File: config.mk
export PLATFORM = sky130hd
export DESIGN_NAME = sfq_stage_counter_cmp
export DESIGN_NICKNAME = d
export VERILOG_FILES = /design/src/rtl/sfq_stage_counter_cmp.sv
export SDC_FILE = /design/constraint.sdc
export NUM_CORES = 1
export LEC_CHECK = 0
export CORE_MARGIN = 2
export CORE_UTILIZATION = 40
export CTS_BUF_LIST = sky130_fd_sc_hd__clkbuf_16
export DETAILED_ROUTE_END_ITERATION = 8
export GPL_TIMING_DRIVEN = 0
export PLACE_DENSITY = 0.86
export SLEW_MARGIN = 20
export SYNTH_ARGS = -nofsm -noshare
export SYNTH_HDL_FRONTEND = slang
export SYNTH_SLANG_ARGS = --single-unit
File: constraint.sdc
create_clock -name CK -period 2.3 [get_ports CK]
set_input_delay 0.69 -clock CK [delete_from_list [all_inputs] [get_ports CK]]
set_output_delay 0.69 -clock CK [all_outputs]
set_load 0.02 [all_outputs]
File: src/rtl/sfq_stage_counter_cmp.sv
// Staged WIDTH-bit enabled up counter with load, equality compare (Z), sticky HIT and terminal count.
// Optional macro CMP_PIPE_EN: per-stage match registers feed Z, giving a 2-cycle compare latency.
module sfq_stage_counter_cmp #(
  parameter int WIDTH = 16,
  parameter int STAGE = 4
) (
  input  logic             CK,
  input  logic             RST,
  input  logic             EN,
  input  logic             LOAD,
  input  logic [WIDTH-1:0] LOAD_VAL,
  input  logic [WIDTH-1:0] C,
  input  logic             CLR_HIT,
  output logic [WIDTH-1:0] Q,
  output logic             TC,
  output logic             Z,
  output logic             HIT
);

  localparam int NS = WIDTH / STAGE;

  logic [NS-1:0]    stage_ones;
  logic [NS-1:0]    stage_en;
  logic [WIDTH-1:0] q_next;
  logic             z_d;

  if ((WIDTH % STAGE) != 0 || WIDTH < 4 || WIDTH > 64 || STAGE < 2 || STAGE > 8) begin : g_bad_params
    $error("sfq_stage_counter_cmp: illegal WIDTH/STAGE combination");
  end

  // Each stage's enable is a flat AND of EN and all lower stage all-ones flags,
  // so carries resolve within one cycle and fan-in per stage stays bounded.
  for (genvar s = 0; s < NS; s++) begin : g_stage
    logic [STAGE-1:0] nxt;

    assign stage_ones[s] = &Q[s*STAGE +: STAGE];

    if (s == 0) begin : g_first
      assign stage_en[s] = EN;
    end else begin : g_upper
      assign stage_en[s] = EN & (&stage_ones[s-1:0]);
    end

    always_comb begin
      nxt = Q[s*STAGE +: STAGE];
      if (LOAD) begin
        nxt = LOAD_VAL[s*STAGE +: STAGE];
      end else if (stage_en[s]) begin
        nxt = Q[s*STAGE +: STAGE] + STAGE'(1);
      end
    end

    assign q_next[s*STAGE +: STAGE] = nxt;
  end

  always_ff @(posedge CK or posedge RST) begin
    if (RST) begin
      Q <= '0;
    end else begin
      Q <= q_next;
    end
  end

  assign TC = EN & ~LOAD & (&Q);

`ifdef CMP_PIPE_EN
  logic [NS-1:0] stage_match;

  always_ff @(posedge CK or posedge RST) begin
    if (RST) begin
      stage_match <= '0;
    end else begin
      for (int i = 0; i < NS; i++) begin
        stage_match[i] <= EN & (Q[i*STAGE +: STAGE] == C[i*STAGE +: STAGE]);
      end
    end
  end

  assign z_d = &stage_match;
`else
  assign z_d = EN & (Q == C);
`endif

  // A compare hit on the same edge as CLR_HIT keeps HIT set.
  always_ff @(posedge CK or posedge RST) begin
    if (RST) begin
      Z   <= 1'b0;
      HIT <= 1'b0;
    end else begin
      Z <= z_d;
      if (z_d) begin
        HIT <= 1'b1;
      end else if (CLR_HIT) begin
        HIT <= 1'b0;
      end
    end
  end

endmodule

; ---- Word-level counts from Yosys, hierarchy flattened
; Cells that the tools add are included.
[op_classes]
addsub = 4
n_mul = 0
n_div = 0
n_lt_le_gt_ge = 0
eq_ne = 1
shift = 0
mux = 10
bitwise_logic = 7
reduce_logical = 9
[op_table]
columns = operator, n
row1 = 4-bit two-way mux, 8
row2 = 4-bit by 1-bit adder with 4-bit output (second input constant), 4
row3 = 16-bit equality test, 1
row4 = 16-bit AND reduction, 1
row5 = 12-bit AND reduction, 1
row6 = 2-bit nonzero test, 5
row7 = 8-bit AND reduction, 1
row8 = 1-bit bitwise AND, 6
row9 = 4-bit AND reduction, 1
row10 = 1-bit two-way mux, 2
row11 = 1-bit NOT, 1
[totals]
reg_bits = 18
latch_bits = 0
mem_bits_rw = 0
rom_bits = 0
in_bits = 37
out_inout_bits = 19
memories = 0

; ---- Logic depth before layout (Yosys ltp)
; Gate-level depths: netlist of the first run.
[logic_depth]
word_depth = 4
depth_mapped = 6

; ---- Worst setup path before layout of the first run
; Ideal clock, no wire load.
[synth_path]
path_type = input to output
start = in EN
end = out TC
t_arrival_ns = 1.724
path_slack_ns = -0.114
cell_stages = 3
n_path_buf = 1
cell_sequence = buf_4 -> nand4_1 -> nor4_1
[synth_via]
elab_chain_len = 2
[synth_lines]
columns = item, line
row1 = "start, declared", 9  ; input logic EN,
row2 = 1-bit bitwise AND (2 in series), 64  ; assign TC = EN & ~LOAD & (&Q);
row3 = "end, declared", 15  ; output logic TC,
; Every way passes these cells.

; ---- Worst setup path after layout of the first run
[layout_path]
start = in LOAD
end = out TC
[layout_via]
elab_chain_len = 3
[layout_lines]
columns = item, line
row1 = "start, declared", 10  ; input logic LOAD,
row2 = 1-bit NOT, 64
row3 = 1-bit bitwise AND (2 in series), 64
; Every way passes these cells.

==> results of run 1 <==
[metal layers]
metal / wire (um) / global-route usage / part of all wire
met1: 1350 / 0.278 / 0.41
met2: 1660 / 0.364 / 0.50
met3: 254 / 0.0418 / 0.077
met4: 31 / 0.0698 / 0.0094
met5: 0 / 0 / 0
[power by group]
part           total, uW  internal (uW)  switching [uW]
combinational        307            173             134
sequential           395            348            46.6
clock                339            229             111
[per-stage QoR]
stage          area (um^2)  power (uW)  cells  setup WS (ns)
2_1_floorplan         1190         541    121         0.0760
3_3_place_gp          1760         685    205         -0.395
3_5_place_dp          1760         695    205         -0.406
4_1_cts               1830        1040    209       0.000239
5_1_grt               1860        1090    211        0.00959
6_report              1860        1040    211         0.0522
[cells in the final DEF, fill, tap and decap left out]
cell type / synthesis / layout
and3_2: 1 / 1
mux2_4: 1 / 1
mux2_2: 3 / 3
and4_1: 1 / 1
o31ai_1: 1 / 1
xnor2_1: 13 / 13
mux2i_1: 3 / 3
nor4_2: 0 / 1
nor4_1: 6 / 5
dfrtp_1: 18 / 11
nand2b_1: 1 / 1
ha_1: 4 / 4
buf_6: 2 / 2
dfrtp_2: 0 / 7
inv_1: 2 / 2
or2_2: 1 / 1
o21ai_0: 13 / 13
clkdlybuf4s50_1: 0 / 52
xor2_1: 15 / 15
nand4_4: 1 / 1
nor3_1: 1 / 1
buf_4: 1 / 6
clkbuf_1: 3 / 2
and2_2: 1 / 1
clkbuf_16: 0 / 3
nand3_1: 6 / 6
nand4_1: 5 / 5
nand4b_1: 1 / 1
nand2_1: 17 / 17
[logic make-up (layout without fill, tap and decap cells)]
kind of cell | after synthesis | in the layout | share of synthesized area
AO/OA/AOI/OAI | 14 | 14 | 0.0615
XOR/XNOR | 28 | 28 | 0.208
adder cells (fa/ha/maj) | 4 | 4 | 0.0424
buffers and inverters | 8 | 67 | 0.0414
flip-flops | 18 | 18 | 0.382
multiplexers | 7 | 7 | 0.0668
AND/OR/NAND/NOR | 42 | 42 | 0.198
[tightest hold or removal path, stage by stage, from the launching register on]
cell	delay (ns)
dfrtp_1	0.34
nand2b_1	0.07
o31ai_1	0.06
[worst max path at each step]
stage          start  endpoint  slack, ns
2_1_floorplan     EN        TC       0.08
3_3_place_gp      EN        TC      -0.40
3_5_place_dp      EN        TC      -0.41
4_1_cts         Q[0]        TC     0.0002
5_1_grt         Q[4]        TC       0.01
6_report        LOAD        TC       0.05
[layout make-up]
class                   count  share of cell area
clock buffers               3              0.0403
plain buffers               6              0.0242
well taps                  31              0.0208
flip-flops and latches     18               0.246
multi-input cells          95               0.369
repair buffers             56               0.295
inverters                   2             0.00403
[state kept, by name (all words and copies together) (netlist names)]
register and flops:
Q 16, Z 1, HIT 1
[repair_timing]
action | 4_1_cts | 5_1_grt
setup buffers | 1 | 2
gates resized for setup | 6 | 12
endpoints found under the hold margin | 0 | 0
endpoints found under the setup margin | 1 | 1
pin swaps | 0 | 2
==> run summary, run 1 <==
Beginning of the worst hold path: HIT. For the number of antenna cells inserted, the log shows 0. The die outline area is 3400 um^2.

The cell depth of the worst setup path was 4. TritonCTS built the clock tree. In this run the register-to-register setup slack is 0.45 ns. The post-synthesis instance total is 121, and the number of cells on the worst reg-to-reg path is 6. The number of buffers created by CTS came out at 3. IR analysis of the VDD net gives a maximum drop of 0.494 mV. The logs give 25 for the post-synthesis cell type count and 18 for the CTS sink count. The worst setup path is launched from a primary input. The first detailed-routing pass ran for 4 iterations. For hold timing, the worst endpoint is HIT.

Kind of path behind the tightest hold check: reg2reg. The analysis attributes to cell leakage a power of 0.000741 uW. The number of register bits inferred by synthesis was 18; the die outline width was 58.3 um. Counting flops with a built-in enable in the synthesized netlist gives 0. Most frequent cell after synthesis: dfrtp_1.

Worst max-slew margin expressed relative to the limit: 0.554. The share of async-settable or async-resettable flops after synthesis came out at 1.00. From synthesis to final layout, the design area changed by 57.9%.

The core occupancy in the finished layout was 0.670; the largest fanout on the critical path was 10. Counting every net in the synthesized netlist gives 162. In this run the core area contains 19 standard-cell rows.

For the number of global-route vias before repair, the log shows 1,223. The run finished with clean final reports. At the pin with the least slew margin, the transition time is 0.669 ns. The detail-routed via count per cell was 5.39. The fraction of post-synthesis cell area in the top cell type by area works out to 0.382. The predominant post-synthesis flop cell is dfrtp_1. The run gives 0 as the final-report setup violation count. The first routing iteration left 32 violations.

The hold buffer count at cts is 0. The share of cells above drive strength 1 was 0.150; the register cell area after layout was 459 um^2. No sink is reached through more buffers than the 2 on the longest clock path. The CTS clock-pin slew for the worst setup and hold paths was 0.05 ns; the largest stage delay on the critical path was 0.32 ns.

For the final database, setup skew stands at 0.00147 ns. For the final-report max-slew violation count, the log shows 0. Data on the critical path is required at its endpoint by 1.61 ns. STA classifies the critical path endpoint as a primary output. The wire length of the first global-routing pass came out at 5470 um. Summed over all failing endpoints, the final setup total negative slack is 0 ns. A synthesized cell averages 9.75 um^2. Dividing total power by cell area gives a power density of 559 nW/um^2. The final count of hold timing violations was 0.

The startpoint identified for the worst register-to-register timing path is Q[0]. Summed over all layers, the global routing overflow is 0. For this block, the routed nets add up to 3300 um of wire. The HPWL after detailed placement is 2470 um. The quantity of I/O buffers inserted on ports is 53.

The portion of the clock cycle consumed by the worst path in the final layout is 0.977. Among cell families on the critical path, the largest total delay comes from simple AND/OR/NAND/NOR gates. The Yosys step of the flow raised 0 warnings. Of all cell types, the one taking the most synthesized area is dfrtp_1.

For the combined area of all synthesized cells, the log shows 1180 um^2. For the starting density of the core, the log shows 0.424. In the final layout, the multi-input gates occupy 687 um^2.

In the post-synthesis netlist, the biggest area contributors are dfrtp_1 38%, xor2_1 11%, xnor2_1 9.7%, o21ai_0 5.5%, nand2_1 5.4%. The smallest clock period supported by the final layout is computed as 2.25 ns. Hold is met by 0.495 ns.

Number of buffer and inverter stages on the critical path: 2. The routed layout has 1,137 vias. The worst register-to-register path ends at Q[15]. The cell at the slowest stage of the critical path is nor4_2. In this run the vertical extent of the chip is 58.3 um. Setup repair after global routing left no endpoint under its margin. For this run, design rule violations remaining after detail routing come to 0. The cell chosen for the clock root is clkbuf_16. Entering global routing, the biggest net connects 19 pins.

The setup path with the least slack is of type in2out. The cell depth of the worst min-delay path works out to 2. Top achievable clock speed: 445 MHz. The run gives 0.382 as the share of synthesized area occupied by flip-flops and latches. The final weighted congestion in routability-driven placement came out at 0.871. The H-tree depth was 1; the number of top-level pins was 56. The filler cells instantiated in the layout total 231.

The cell occurring most often along the worst timing path was buf_4. In this run the standard cell core region covers 2780 um^2. Dividing the detail-routed wire length by the instance count gives 15.6 um. The number of antenna violations at the first check in global routing came out at 0.

The logs give 223 for the total number of nets in the final design and 0.216 for the global routing usage summed across all routing layers. The source-to-sink clock delay at the later pin of the worst-skew pair came out at 0.25 ns. Max-cap violations in this run came to 0. The residual antenna-violating net count after detailed routing is 0. By count the netlist is led by 18 x dfrtp_1, 17 x nand2_1, 15 x xor2_1. Walking the worst path, the cells encountered are buf_4, nand4b_1, nor4_2, buf_4. STA puts the critical path data arrival time at 1.56 ns.
(Power assumes the default switching activity.)
==> run 2, diff against run 1 <==
- CORE_UTILIZATION: 40 -> 41
- PLACE_DENSITY: 0.86 -> 0.87
==> run 2 against run 1 <==
Compared with the run above: sequential share of layout area down 0.20 points; wire length up 17%; hold slack better by 0.024 ns; clock-buffer cell count unchanged; via count up 1.3%; critical path type is now reg2out; largest cell class unchanged; highest routed layer unchanged.
==> run summary, run 2 (same netlist as run 1, synthesis figures left out) <==
After detailed routing, the total wire length is 3850 um. The logs give -0.419 ns for the worst slack after detailed placement and 205 for the placed cell count. The logs give 0.368 for the part of the total power dissipated in sequential elements and 0 for the number of antenna cells inserted. Summed over all failing endpoints, the final setup total negative slack is 0 ns. Setup repair after global routing left no endpoint under its margin.

The DRC marker count from the first detailed-route iteration was 57; the die outline area was 3320 um^2. Number of top-level pins: 56. The startpoint identified for the worst register-to-register timing path is Q[1]. In this run the worst path has a maximum fanout of 3. Switching power: 317 uW. The tools report the source-to-sink clock delay at the later pin of the worst-skew pair as 0.25 ns.

The portion of the clock cycle consumed by the worst path in the final layout works out to 0.970. In the layout the commonest cells are 52 x clkdlybuf4s50_1, 17 x nand2_1, 15 x xor2_1, 14 x dfrtp_1. Dividing the detail-routed wire length by the instance count gives 18.2 um.

The kind of path behind the tightest hold check is reg2reg. Buffers inserted to repair hold after CTS numbered 0. For this run the aggregate overflow at the end of global routing stands at 0. The proportion of total power due to net switching was 0.296; the leakage power total was 0.000746 uW. The congestion estimate from routability-driven global placement came to 0.822. Entering global routing, the biggest net connects 19 pins. Leaving out fill and tap cells, the most frequent cell in the layout is clkdlybuf4s50_1.

Data on the critical path is required at its endpoint by 1.61 ns. The logs give 0.510 for the worst max-slew margin expressed relative to the limit and 18 for the CTS sink count. After clock tree synthesis, the clock-pin slew on the worst setup and hold paths is 0.06 ns.

In this run, CTS created clock tree buffers numbering 3. For the wire length of the first global-routing pass, the log shows 6310 um. The slowest stage of the critical path is the dfrtp_1 cell. Setup slack closes at 0.0695 ns. The run gives 0.297 as the share of power burned in combinational logic. The detailed-route via count is 1,152, and the residual antenna-violating net count after detailed routing is 0.

After layout, the minimum clock period comes to 2.23 ns. The signal on the critical path passes through ha_1, nand4_1, nor4_2, buf_2. Data arrives at the worst endpoint at 1.54 ns. Power spread over the standard cell area amounts to 575 nW/um^2. After detailed routing, the number of vias per cell comes to 5.43.

The clock arrives with 0.00193 ns of skew. The clock passes through at most 2 buffers. Detailed placement ended at an HPWL of 2780 um. TritonCTS built the clock tree.

The global routing usage summed across all routing layers is 0.253. For the starting density of the core, the log shows 0.432. The run finished with clean final reports.

The tool flagged a number of max-cap violations equal to 0. From bottom edge to top edge, the die measures 57.6 um. The count of cells in the finished layout, fillers not included, comes to 212. The logs give 0.335 for the part of the total power dissipated in the clock network and 19 for the number of standard-cell rows in the floorplan. The run gives 223 as the total number of nets in the final design. The largest stage delay on the critical path was 0.37 ns; the layout overhead on the synthesized area was 57.9%. The worst setup path is of the reg2out kind.

The core region is 2730 um^2. For this run, design rule violations remaining after detail routing come to 0. The internal portion of the total power is 754 uW.

The top achievable clock speed came out at 448 MHz. The tools report the category of the worst setup path launch point as a flop. In this run the cell area measured after placement is 1760 um^2. The tools report the H-tree depth as 1.

The tools report the cell chosen for the clock root as clkbuf_16. The first detailed-routing pass ran for 4 iterations. The design draws 1070 uW.

More flip-flops sit in one register than any other, and that register is Q. The largest registers in the layout are Q: 16 flops, HIT: 1 flops, Z: 1 flops. The cell family contributing the most delay on the critical path is simple AND/OR/NAND/NOR gates. The final count of hold timing violations is 0, and the quantity of I/O buffers inserted on ports is 53. Flip-flop count of the largest register after layout: 16. The startpoint identified for the worst hold timing path is HIT. The number of buffer and inverter stages on the critical path was 1; the worst ir drop on vdd was 0.488 mV. The final-report max-slew violation count is 0, and the final-report setup violation count is 0. The die outline width is 57.6 um.

The most critical setup path has its startpoint at Q[1]. Number of antenna violations at the first check in global routing: 0. The endpoint kind of the worst setup timing path was a primary output. For the pin with the worst max-slew slack, the measured transition is 0.734 ns. Summing all non-filler instances in the final layout gives an area of 1860 um^2. The number of global-route vias before repair is 1,268, and the share of cells above drive strength 1 is 0.138.
-- run 2: area by class of cell --
cell class                      count  area (um^2)
Fill cell                         217          871
Multi-Input combinational cell     95          692
Timing Repair Buffer               56          548
Sequential cell                    18          455
Clock buffer                        3         75.1
Buffer                              6         42.5
Tap cell                           31         38.8
Inverter                            2         7.51
Clock inverter                      1         3.75
-- run 2: stage by stage --
| stage | hold slack, ns | utilization |
|---|---|---|
| 6_report | 0.519 | 0.681 |
| 5_1_grt | 0.531 | 0.681 |
| 4_1_cts | 0.514 | 0.680 |
| 3_5_place_dp | 0.501 | 0.642 |
| 3_3_place_gp | 0.478 | 0.642 |
| 2_1_floorplan | 0.592 | - |
-- run 2: path summary, 6_finish.rpt --
path	to	slack, ns	depth (start not counted)
worst min register to register	HIT	0.52	2
worst max-delay path	TC	0.07	4
max in group asynchronous	Q[4]	0.92	2
worst max register to register	Q[15]	0.48	6
worst min-delay path	HIT	0.52	2
min in group asynchronous	HIT	0.87	2
-- run 2: power groups by stage --
stage	Sequential [uW]	Combinational (uW)	Clock, uW
global placement	397	289	0
CTS	393	317	355
global route	398	342	373
floorplan	425	116	0
finish	394	318	358
detailed placement	400	299	0
-- run 2: metal layers --
metal	global-route usage	part of all wire	wire, um
met3	0.0513	0.069	267
met1	0.306	0.41	1570
met5	0	0	0
met4	0.0963	0.026	100
met2	0.442	0.50	1910
-- run 2: timing repair --
| item | 4_1_cts | 5_1_grt |
|---|---|---|
| endpoints found under the setup margin | 1 | 1 |
| pin swaps | 1 | 0 |
| gates resized for setup | 10 | 1 |
| setup buffers | 3 | 0 |
-- run 2: worst register-to-register path, cell delays in order, from the launching register on --
cell and delay, ns:
dfrtp_1 0.37, ha_1 0.22, nand4_1 0.17, buf_4 0.19, nor4_1 0.42, xnor2_1 0.19
o21ai_0 0.12
==> run 3, diff against run 2 <==
- CORE_UTILIZATION: 41 -> 61
- DONT_BUFFER_PORTS: default -> 1
- PLACE_DENSITY: 0.87 -> 0.84
- SLEW_MARGIN: 20 -> 10
==> run 3 against run 2 <==
Compared with the run above: the run now ends with negative setup slack left; total power is 14% lower; hold slack worse by 0.075 ns; clock power shrank 6.1%; via count shrank 20%; critical path depth fell by 1; setup slack worse by 0.094 ns; global-route usage down 0.87 points; maximum frequency shrank 4.1%; non-clock buffer count shrank 52; cell area decreased by 27%; utilization up 8.7 points; clock skew up 0.0021 ns; critical path type unchanged; critical endpoint unchanged; highest routed layer unchanged.
==> run summary, run 3 (same netlist as run 1, synthesis figures left out) <==
The run finished, with violations left. The final reports fail on negative setup slack. TritonCTS built the clock tree. The share of power burned in combinational logic was 0.163; the time the final worst path needs with I/O delays and setup was 2.32 ns. The worst max-slew margin expressed relative to the limit is 0.530. Number of cells on the worst reg-to-reg path: 7. The tools report the final-report setup violation count as 1. The leakage power total was 0.000552 uW. The logs give 0 for the final-report max-slew violation count and 1.63 ns for the arrival time of data at the critical path endpoint.

The CTS clock-pin slew for the worst setup and hold paths was 0.05 ns; the met3 usage was 0.0566. The worst register-to-register path begins at Q[1]. Measured along the x axis, the die boundary spans 48.0 um. The logs give 0.31 ns for the worst reg-to-reg setup slack and 153 for the final cell count without fillers. Dividing total power by cell area gives a power density of 682 nW/um^2.

Core area: 1760 um^2. Leaving out fill and tap cells, the most frequent cells in the layout are 17 x nand2_1, 15 x xor2_1, 13 x o21ai_0, 13 x xnor2_1, 10 x dfrtp_1. The tools report the residual antenna-violating net count after detailed routing as 0. Type of the setup path with the least slack: reg2out. For this run, the detailed router's first-pass iteration total came to 4. OpenSTA, run right after detailed placement, puts the worst setup slack at -0.0479 ns.

The first routing iteration left 16 violations. The run gives 1360 um^2 as the final instance area. The part of the total power dissipated in the clock network was 0.364; the proportion of total power due to net switching was 0.293. The busiest layer in global routing is met2. For the part of the total power dissipated in sequential elements, the log shows 0.473. For this run, the post-layout net count is 171. The detail-routed via count per cell came out at 6.01. STA classifies the critical path endpoint as a primary output. The category of the worst setup path launch point is a flop.

The tools report the H-tree depth as 1. The CTS sink count is 18, and the placed cell count is 146. The sum of net half-perimeters after detailed placement was 1980 um. Leaving out fill and tap cells, the most frequent cell in the layout is nand2_1. The die outline area is 2300 um^2, and the final count of hold timing violations is 0. Buffers placed on the I/O ports in this run total 0. The largest net degree at the start of global routing came out at 19.

Cell chosen for the clock root: clkbuf_16. At the worst endpoint, the required time is 1.61 ns. The worst register-to-register path ends at Q[15]. The global routing met1 resource utilization was 0.314; the largest fanout on the critical path was 5.

The most critical setup path has its startpoint at Q[1]. The final setup skew is 0.00399 ns. Switching power: 271 uW.

For this run the aggregate overflow at the end of global routing stands at 0. The first global-routing pass estimated 3830 um of wire. The critical path ends at TC. Ranked by flip-flop count, first place goes to Q.

Detailed routing inserted a total of 920 vias. The internal portion of the total power is 653 uW. Setup repair after global routing could not meet its margin everywhere. The measured slew at the worst slew-check pin was 0.704 ns; the portion of the clock cycle consumed by the worst path in the final layout was 1.01.

The number of antenna violations at the first check in global routing is 0. Timing would allow up to 430 MHz. For the worst-skew pair, the clock arrives at the later sink with an insertion delay of 0.25 ns. IR analysis of the VDD net gives a maximum drop of 0.558 mV. For the starting density of the core, the log shows 0.669.

The number of antenna cells inserted was 0. For the post-place instance area, the log shows 1220 um^2. After detailed routing, the number of remaining DRC violations is 0.

Across the run, the number of max-cap violations was 0. Final weighted congestion in routability-driven placement: 0.813. The path class of the tightest hold or removal check is in2async. After detailed routing, the total wire length is 2710 um. The share of cells above drive strength 1 is 0.227. For this design the top-level I/O count stands at 56. In this run the core area contains 15 standard-cell rows. In this run the vertical extent of the chip is 48.0 um.

The global routing met2 resource utilization was 0.384; the routed wire length per instance was 17.7 um. The layout overhead on the synthesized area came out at 14.8%. Global routing usage summed across all routing layers: 0.244. The clock passes through at most 2 buffers. In this run, CTS created clock tree buffers numbering 3. The largest registers in the layout are Q: 16 flops, HIT: 1 flops, Z: 1 flops. The number of global-route vias before repair is 894, and the setup slack after layout is -0.0247 ns.

The register with the most flip-flops in the layout has 16 of them.
run 3: critical path, cell delays in order (launching register included):
cell and delay, ns:
dfrtp_2 0.49, ha_4 0.17, nand4_1 0.23, nor4_4 0.50
run 3: layout make-up:
type | instances | area (um^2)
Fill cell | 142 | 409
Clock buffer | 3 | 75.1
Buffer | 6 | 42.5
Sequential cell | 18 | 460
Timing Repair Buffer | 4 | 30.0
Tap cell | 25 | 31.3
Multi-Input combinational cell | 95 | 708
Inverter | 2 | 7.51
run 3: routing by layer:
| metal | wire length [um] | share of wire | vias up |
|---|---|---|---|
| met1 | 1150 | 0.42 | 434 |
| met2 | 1340 | 0.50 | 42 |
| met3 | 179 | 0.066 | 7 |
| li1 | - | - | 437 |
| met4 | 42 | 0.015 | 0 |
| met5 | 0 | 0 | - |
run 3: power groups by stage:
stage | clock network, uW | logic [uW] | registers, uW
floorplan | 0 | 116 | 425
global placement | 0 | 136 | 435
detailed placement | 0 | 140 | 437
CTS | 336 | 143 | 435
global route | 356 | 169 | 443
finish | 336 | 150 | 437
run 3: repair_timing:
action                     in CTS  in global routing
hold buffers                    0                  0
pin swaps                       1                  3
setup endpoints to repair       1                  1
hold endpoints to repair        0                  0
buffers inserted                0                  4
gates resized for setup        10                  2
run 3: worst min path at each step:
| stage | endpoint | cells after the start |
|---|---|---|
| 6_report | Q[6] | 1 |
| 5_1_grt | Q[6] | 1 |
| 3_5_place_dp | HIT | 2 |
| 2_1_floorplan | HIT | 2 |
| 3_3_place_gp | HIT | 2 |
| 4_1_cts | Q[6] | 1 |
run 3: metrics by stage:
step | power, uW | hold WS (ns) | setup TNS (ns) | utilization
floorplan | 541 | 0.592 | 0 | -
global placement | 571 | 0.617 | -0.0340 | 0.690
detailed placement | 577 | 0.651 | -0.0479 | 0.690
CTS | 915 | 0.456 | 0 | 0.744
global route | 968 | 0.487 | -0.0774 | 0.768
finish | 924 | 0.444 | -0.0247 | 0.768
